<file path="config.mk">
export PLATFORM = sky130hd
export DESIGN_NAME = sequence_detector
export DESIGN_NICKNAME = d
export VERILOG_FILES = /design/src/rtl/seq_det_pkg.sv /design/src/rtl/seg7_decoder.sv /design/src/rtl/sequence_detector.sv
export SDC_FILE = /design/constraint.sdc
export NUM_CORES = 1
export LEC_CHECK = 0
export CAP_MARGIN = 20
export CORE_MARGIN = 8
export CORE_UTILIZATION = 30
export DETAILED_ROUTE_END_ITERATION = 16
export GPL_TIMING_DRIVEN = 0
export SYNTH_ARGS = -nofsm -noshare
export SYNTH_HDL_FRONTEND = slang
export SYNTH_HIERARCHICAL = 1
export SYNTH_SLANG_ARGS = --single-unit
</file>
<file path="constraint.sdc">
create_clock -name clk -period 1.5 [get_ports clk]
set_input_delay 0.3 -clock clk [delete_from_list [all_inputs] [get_ports clk]]
set_output_delay 0.3 -clock clk [all_outputs]
set_load 0.05 [all_outputs]
</file>
<file path="src/rtl/seq_det_pkg.sv">
// Shared types and 7-segment codes for the 0,1,0*,1 sequence detector.
// Segment codes are active-low, bit0=a through bit6=g.
package seq_det_pkg;

    typedef enum logic [1:0] {
        S_IDLE,
        S_ZERO,
        S_01,
        S_01Z
    } state_e;

    localparam logic [6:0] SEG_D0    = 7'h40;
    localparam logic [6:0] SEG_D1    = 7'h79;
    localparam logic [6:0] SEG_D2    = 7'h24;
    localparam logic [6:0] SEG_D3    = 7'h30;
    localparam logic [6:0] SEG_D4    = 7'h19;
    localparam logic [6:0] SEG_D5    = 7'h12;
    localparam logic [6:0] SEG_D6    = 7'h02;
    localparam logic [6:0] SEG_D7    = 7'h78;
    localparam logic [6:0] SEG_D8    = 7'h00;
    localparam logic [6:0] SEG_D9    = 7'h10;
    localparam logic [6:0] SEG_BLANK = 7'h7F;

endpackage

</file>
<file path="src/rtl/seg7_decoder.sv">
// BCD digit to active-low 7-segment pattern.
// Codes above 9 show a blank digit.
module seg7_decoder
    import seq_det_pkg::*;
(
    input  logic [3:0] digit,
    output logic [6:0] seg
);

    always_comb begin
        case (digit)
            4'd0:    seg = SEG_D0;
            4'd1:    seg = SEG_D1;
            4'd2:    seg = SEG_D2;
            4'd3:    seg = SEG_D3;
            4'd4:    seg = SEG_D4;
            4'd5:    seg = SEG_D5;
            4'd6:    seg = SEG_D6;
            4'd7:    seg = SEG_D7;
            4'd8:    seg = SEG_D8;
            4'd9:    seg = SEG_D9;
            default: seg = SEG_BLANK;
        endcase
    end

endmodule

</file>
<file path="src/rtl/sequence_detector.sv">
// Mealy detector for 0,1,0*,1 with a two-digit BCD hit counter on 7-seg.
// Define SEQDET_SATURATE_EN to make the counter stick at COUNT_MAX.
module sequence_detector
    import seq_det_pkg::*;
#(
    parameter int COUNT_MAX = 99
) (
    input  logic       clk,
    input  logic       rst,
    input  logic       ena,
    input  logic       sig_to_test,
    output logic [6:0] disp0,
    output logic [6:0] disp1,
    output logic       z
);

    localparam logic [3:0] MAX_ONES = 4'(COUNT_MAX % 10);
    localparam logic [3:0] MAX_TENS = 4'(COUNT_MAX / 10);

    state_e     state_q, state_d;
    logic [3:0] ones_q, ones_d;
    logic [3:0] tens_q, tens_d;
    logic       at_max;

    always_ff @(posedge clk) begin
        if (rst) begin
            state_q <= S_IDLE;
            ones_q  <= 4'd0;
            tens_q  <= 4'd0;
        end else begin
            state_q <= state_d;
            ones_q  <= ones_d;
            tens_q  <= tens_d;
        end
    end

    always_comb begin
        state_d = state_q;
        if (ena) begin
            case (state_q)
                S_IDLE:  state_d = sig_to_test ? S_IDLE : S_ZERO;
                S_ZERO:  state_d = sig_to_test ? S_01   : S_ZERO;
                S_01:    state_d = sig_to_test ? S_IDLE : S_01Z;
                S_01Z:   state_d = sig_to_test ? S_01   : S_01Z;
                default: state_d = S_IDLE;
            endcase
        end
    end

    always_comb begin
        z = ena & ~rst & sig_to_test
            & ((state_q == S_01) | (state_q == S_01Z));
    end

    assign at_max = (ones_q == MAX_ONES) && (tens_q == MAX_TENS);

    // z already folds in ena and rst, so it alone gates the count
    always_comb begin
        ones_d = ones_q;
        tens_d = tens_q;
        if (z) begin
            if (at_max) begin
`ifdef SEQDET_SATURATE_EN
                ones_d = ones_q;
                tens_d = tens_q;
`else
                ones_d = 4'd0;
                tens_d = 4'd0;
`endif
            end else if (ones_q == 4'd9) begin
                ones_d = 4'd0;
                tens_d = tens_q + 4'd1;
            end else begin
                ones_d = ones_q + 4'd1;
            end
        end
    end

    seg7_decoder u_seg_ones (
        .digit (ones_q),
        .seg   (disp0)
    );

    seg7_decoder u_seg_tens (
        .digit (tens_q),
        .seg   (disp1)
    );

endmodule

</file>
==> results.tsv <==
stage	metric	value	unit
run_status	status	complete, but fails checks	
run_status	failing checks	setup timing	
sta	Final setup viols	16	
power	sw frac	22.4	%
die	io pins	19	
clock_tree	Clock Latency Late Sink	260	ps
power	Int Pwr	366	µW
final_layout	fin nets	187	
die	CORE AREA	3000	µm²
clock_tree	Post-CTS Hold Buffers	0	
synthesis	sequential fraction of the synthesis area	21.4	%
drt	DRC	0	
synthesis	Synth cell types	29	
sta	Final Critical Period	1770	ps
worst_setup_path	reg2reg end	ones_q[2]	
power	power density cells	277	nW/µm²
drt	drt wl/cell	13.3	µm
worst_setup_path	WP data required	1200	ps
synthesis	Yosys warning count	6	
drt	Initial DRC Count	31	
die	die height	71.8	µm
sta	Worst Max-Slew Pin Slew	248	ps
global_routing	Global Route met1 Usage	9.92	%
placed_design	gpl congestion	0.791	
worst_setup_path	critical path startpoint	tens_q[1]	
global_routing	Overall Global Routing Usage	9.55	%
worst_hold_path	Hold Path Sink	tens_q[3]	
worst_setup_path	crit path capture type	primary output	
final_layout	area growth from synthesis to final layout	82.1	%
synthesis	ys flop type	dfxtp_1	
worst_hold_path	Hold Crit Class	in -> reg	
worst_setup_path	Setup crit start kind	register	
sta	post-route setup slack	-274	ps
sta	Final Cycle Share	118	%
placed_design	setup slack after placement	-907	ps
drt	vias per inst	5.24	
global_routing	largest net degree at the start of global routing	11	
placed_design	IO buf count	18	
power	Clk pwr share	38.1	%
worst_hold_path	hold-critical path depth	3	
worst_setup_path	reg2reg path depth	7	
power	Peak VDD IR	348	µV
clock_tree	CTS H-Tree Depth	1	
worst_hold_path	Hold Path Origin	rst	
final_layout	post-route insts no fill	200	
power	register share of total power	55.6	%
job	Max Cap Viol	0	
sta	Fin Setup TNS	-2620	ps
sta	Max Slew Vio Count	0	
worst_setup_path	crit path DAT	1470	ps
drt	ANT nets after route	0	
worst_setup_path	CP Class	reg -> out	
die	initial core utilization	31.1	%
clock_tree	Inserted Clock Buffers	3	
worst_setup_path	slowest CP cell	dfxtp_4	
synthesis	number of synthesized flops with an enable pin	0	
die	# rows	20	
global_routing	most used routing layer	met2	
sta	Rel. slew slack	83.4	%
sta	final hold vios	0	
worst_setup_path	r2r setup slk	-100	ps
placed_design	placed insts	177	
worst_setup_path	CP Cell Sequence	inv_4 -> ha_4 -> or2_4 -> a21oi_4 -> a31oi_4 -> buf_6	
synthesis	cell count after synthesis	126	
synthesis	ys async rst share	0	%
worst_setup_path	RR Startpoint	ones_q[1]	
sta	max frequency	564	MHz
sta	unrepaired setup endpoints after global routing	true	
final_layout	n_diodes	0	
global_routing	antenna violations before repair	0	
die	Die X	71.8	µm
synthesis	synthesized area per cell	7.42	µm²
clock_tree	Clock Tree Buf Depth	2	
clock_tree	clk sinks	10	
clock_tree	clock transition at the registers of the reported paths	70	ps
clock_tree	clock root cell	clkbuf_4	
global_routing	vias in the first global route	997	
synthesis	Syn Nets	144	
worst_setup_path	CP peak stage delay	390	ps
final_layout	layout cells sized above 1	62.3	%
sta	clk_skew	3.45	ps
drt	Vias	1048	
power	Pwr Total	472	µW
final_layout	Final Core Density	56.7	%
global_routing	met2 GRT Util	17.7	%
clock_tree	CTS tree	done	
power	P_leak	0.634	nW
power	NetSw	106	µW
global_routing	M3 GR Usage	2.37	%
drt	Detailed Route WL	2660	µm
global_routing	Congestion Overflow GR	0	
global_routing	first-pass GRT wire length	4120	µm
power	Logic pwr share	6.2	%
die	die area	5160	µm²
worst_setup_path	critical path fanouts, max	3	
drt	first-pass iteration count of the detailed router	4	
synthesis	Seq cells post-synth	10	
placed_design	dpl hpwl	1580	µm
synthesis	Cell Area, Synth	935	µm²
-- per-stage QoR --
stage | hold slack (ps) | area [µm²]
floorplan | 436 | 1030
global placement | 451 | 1250
detailed placement | 463 | 1250
CTS | 468 | 1580
global route | 479 | 1700
finish | 464 | 1700
-- worst max-delay path by stage --
| stage | depth (start not counted) | end | slack (ps) |
|---|---|---|---|
| floorplan | 5 | disp1[4] | -60 |
| global placement | 5 | z | -900 |
| detailed placement | 5 | z | -910 |
| CTS | 6 | disp1[3] | -300 |
| global route | 6 | disp0[0] | -330 |
| finish | 6 | disp1[3] | -270 |
-- state kept, by name (all words and copies together) (netlist names), named ones only --
| name | flops |
|---|---|
| state_q | 1 |
| tens_q | 4 |
| ones_q | 4 |
-- repair_timing --
item,4_1_cts,5_1_grt
setup endpoints to repair,16,17
gates resized for setup,155,28
setup buffers,17,3
gates cloned,0,0
pin swaps,16,19
hold endpoints to repair,0,0
-- logic make-up (layout without fill, tap and decap cells) --
logic type	count (synthesis)	in the layout	synth area share (%)
buf+inv	17	58	9.24
fa+ha+maj	14	14	18.7
simple gates	48	48	28.2
flops	10	10	21.4
compound gates	37	37	22.4
-- synthesized netlist by cell type (3+ instances only) --
master,count,area share [%]
o21ai_0,13,7.0
buf_2,3,1.6
ha_1,14,19
a21oi_1,11,5.9
nand2_1,9,3.6
o21ai_1,4,2.1
nand2b_1,9,6.0
inv_1,9,3.6
dfxtp_1,10,21
nand4b_1,3,2.8
a31oi_1,3,2.0
nand3_1,3,1.6
nor2_1,12,4.8
-- area by class of cell --
cell class,count,area [µm²]
Fill cell,282,1300
Tap cell,33,41.3
Multi-Input combinational cell,99,918
Buffer,6,61.3
Clock buffer,3,22.5
Timing Repair Buffer,38,383
Inverter,11,56.3
Sequential cell,10,219
-- power by group through the flow --
| stage | logic [mW] | clock network (mW) | registers [mW] |
|---|---|---|---|
| detailed placement | 0.0287 | 0 | 0.276 |
| CTS | 0.0287 | 0.191 | 0.263 |
| floorplan | 0.0145 | 0 | 0.275 |
| global placement | 0.0282 | 0 | 0.276 |
| finish | 0.0294 | 0.180 | 0.263 |
| global route | 0.0319 | 0.201 | 0.263 |
-- cell usage in the layout, fill, tap and decap left out, drive strengths merged, types with 2 or more instances in the layout --
master	instances
a21oi	13
a31oi	3
buf	41
clkbuf	3
dfxtp	10
dlygate4sd2	3
ha	14
inv	10
nand2	9
nand2b	9
nand3	3
nand3b	2
nand4b	3
nor2	12
o21ai	17
o32ai	2
or2	2
or2b	2
or3	2
-- routing by layer --
layer / vias up / part of all wire [%]
met1: 500 / 40
met5: - / 0
li1: 524 / -
met2: 20 / 54
met3: 4 / 4.4
met4: 0 / 1.8
-- critical path: cells and delay by family (launching register included) --
family	cells	cell delay, ps
adder cells (fa/ha/maj)	1	140
flip-flops	1	390
AO/OA/AOI/OAI	2	250
buffers and inverters	2	210
AND/OR/NAND/NOR	1	230
(Power assumes the default switching activity.)
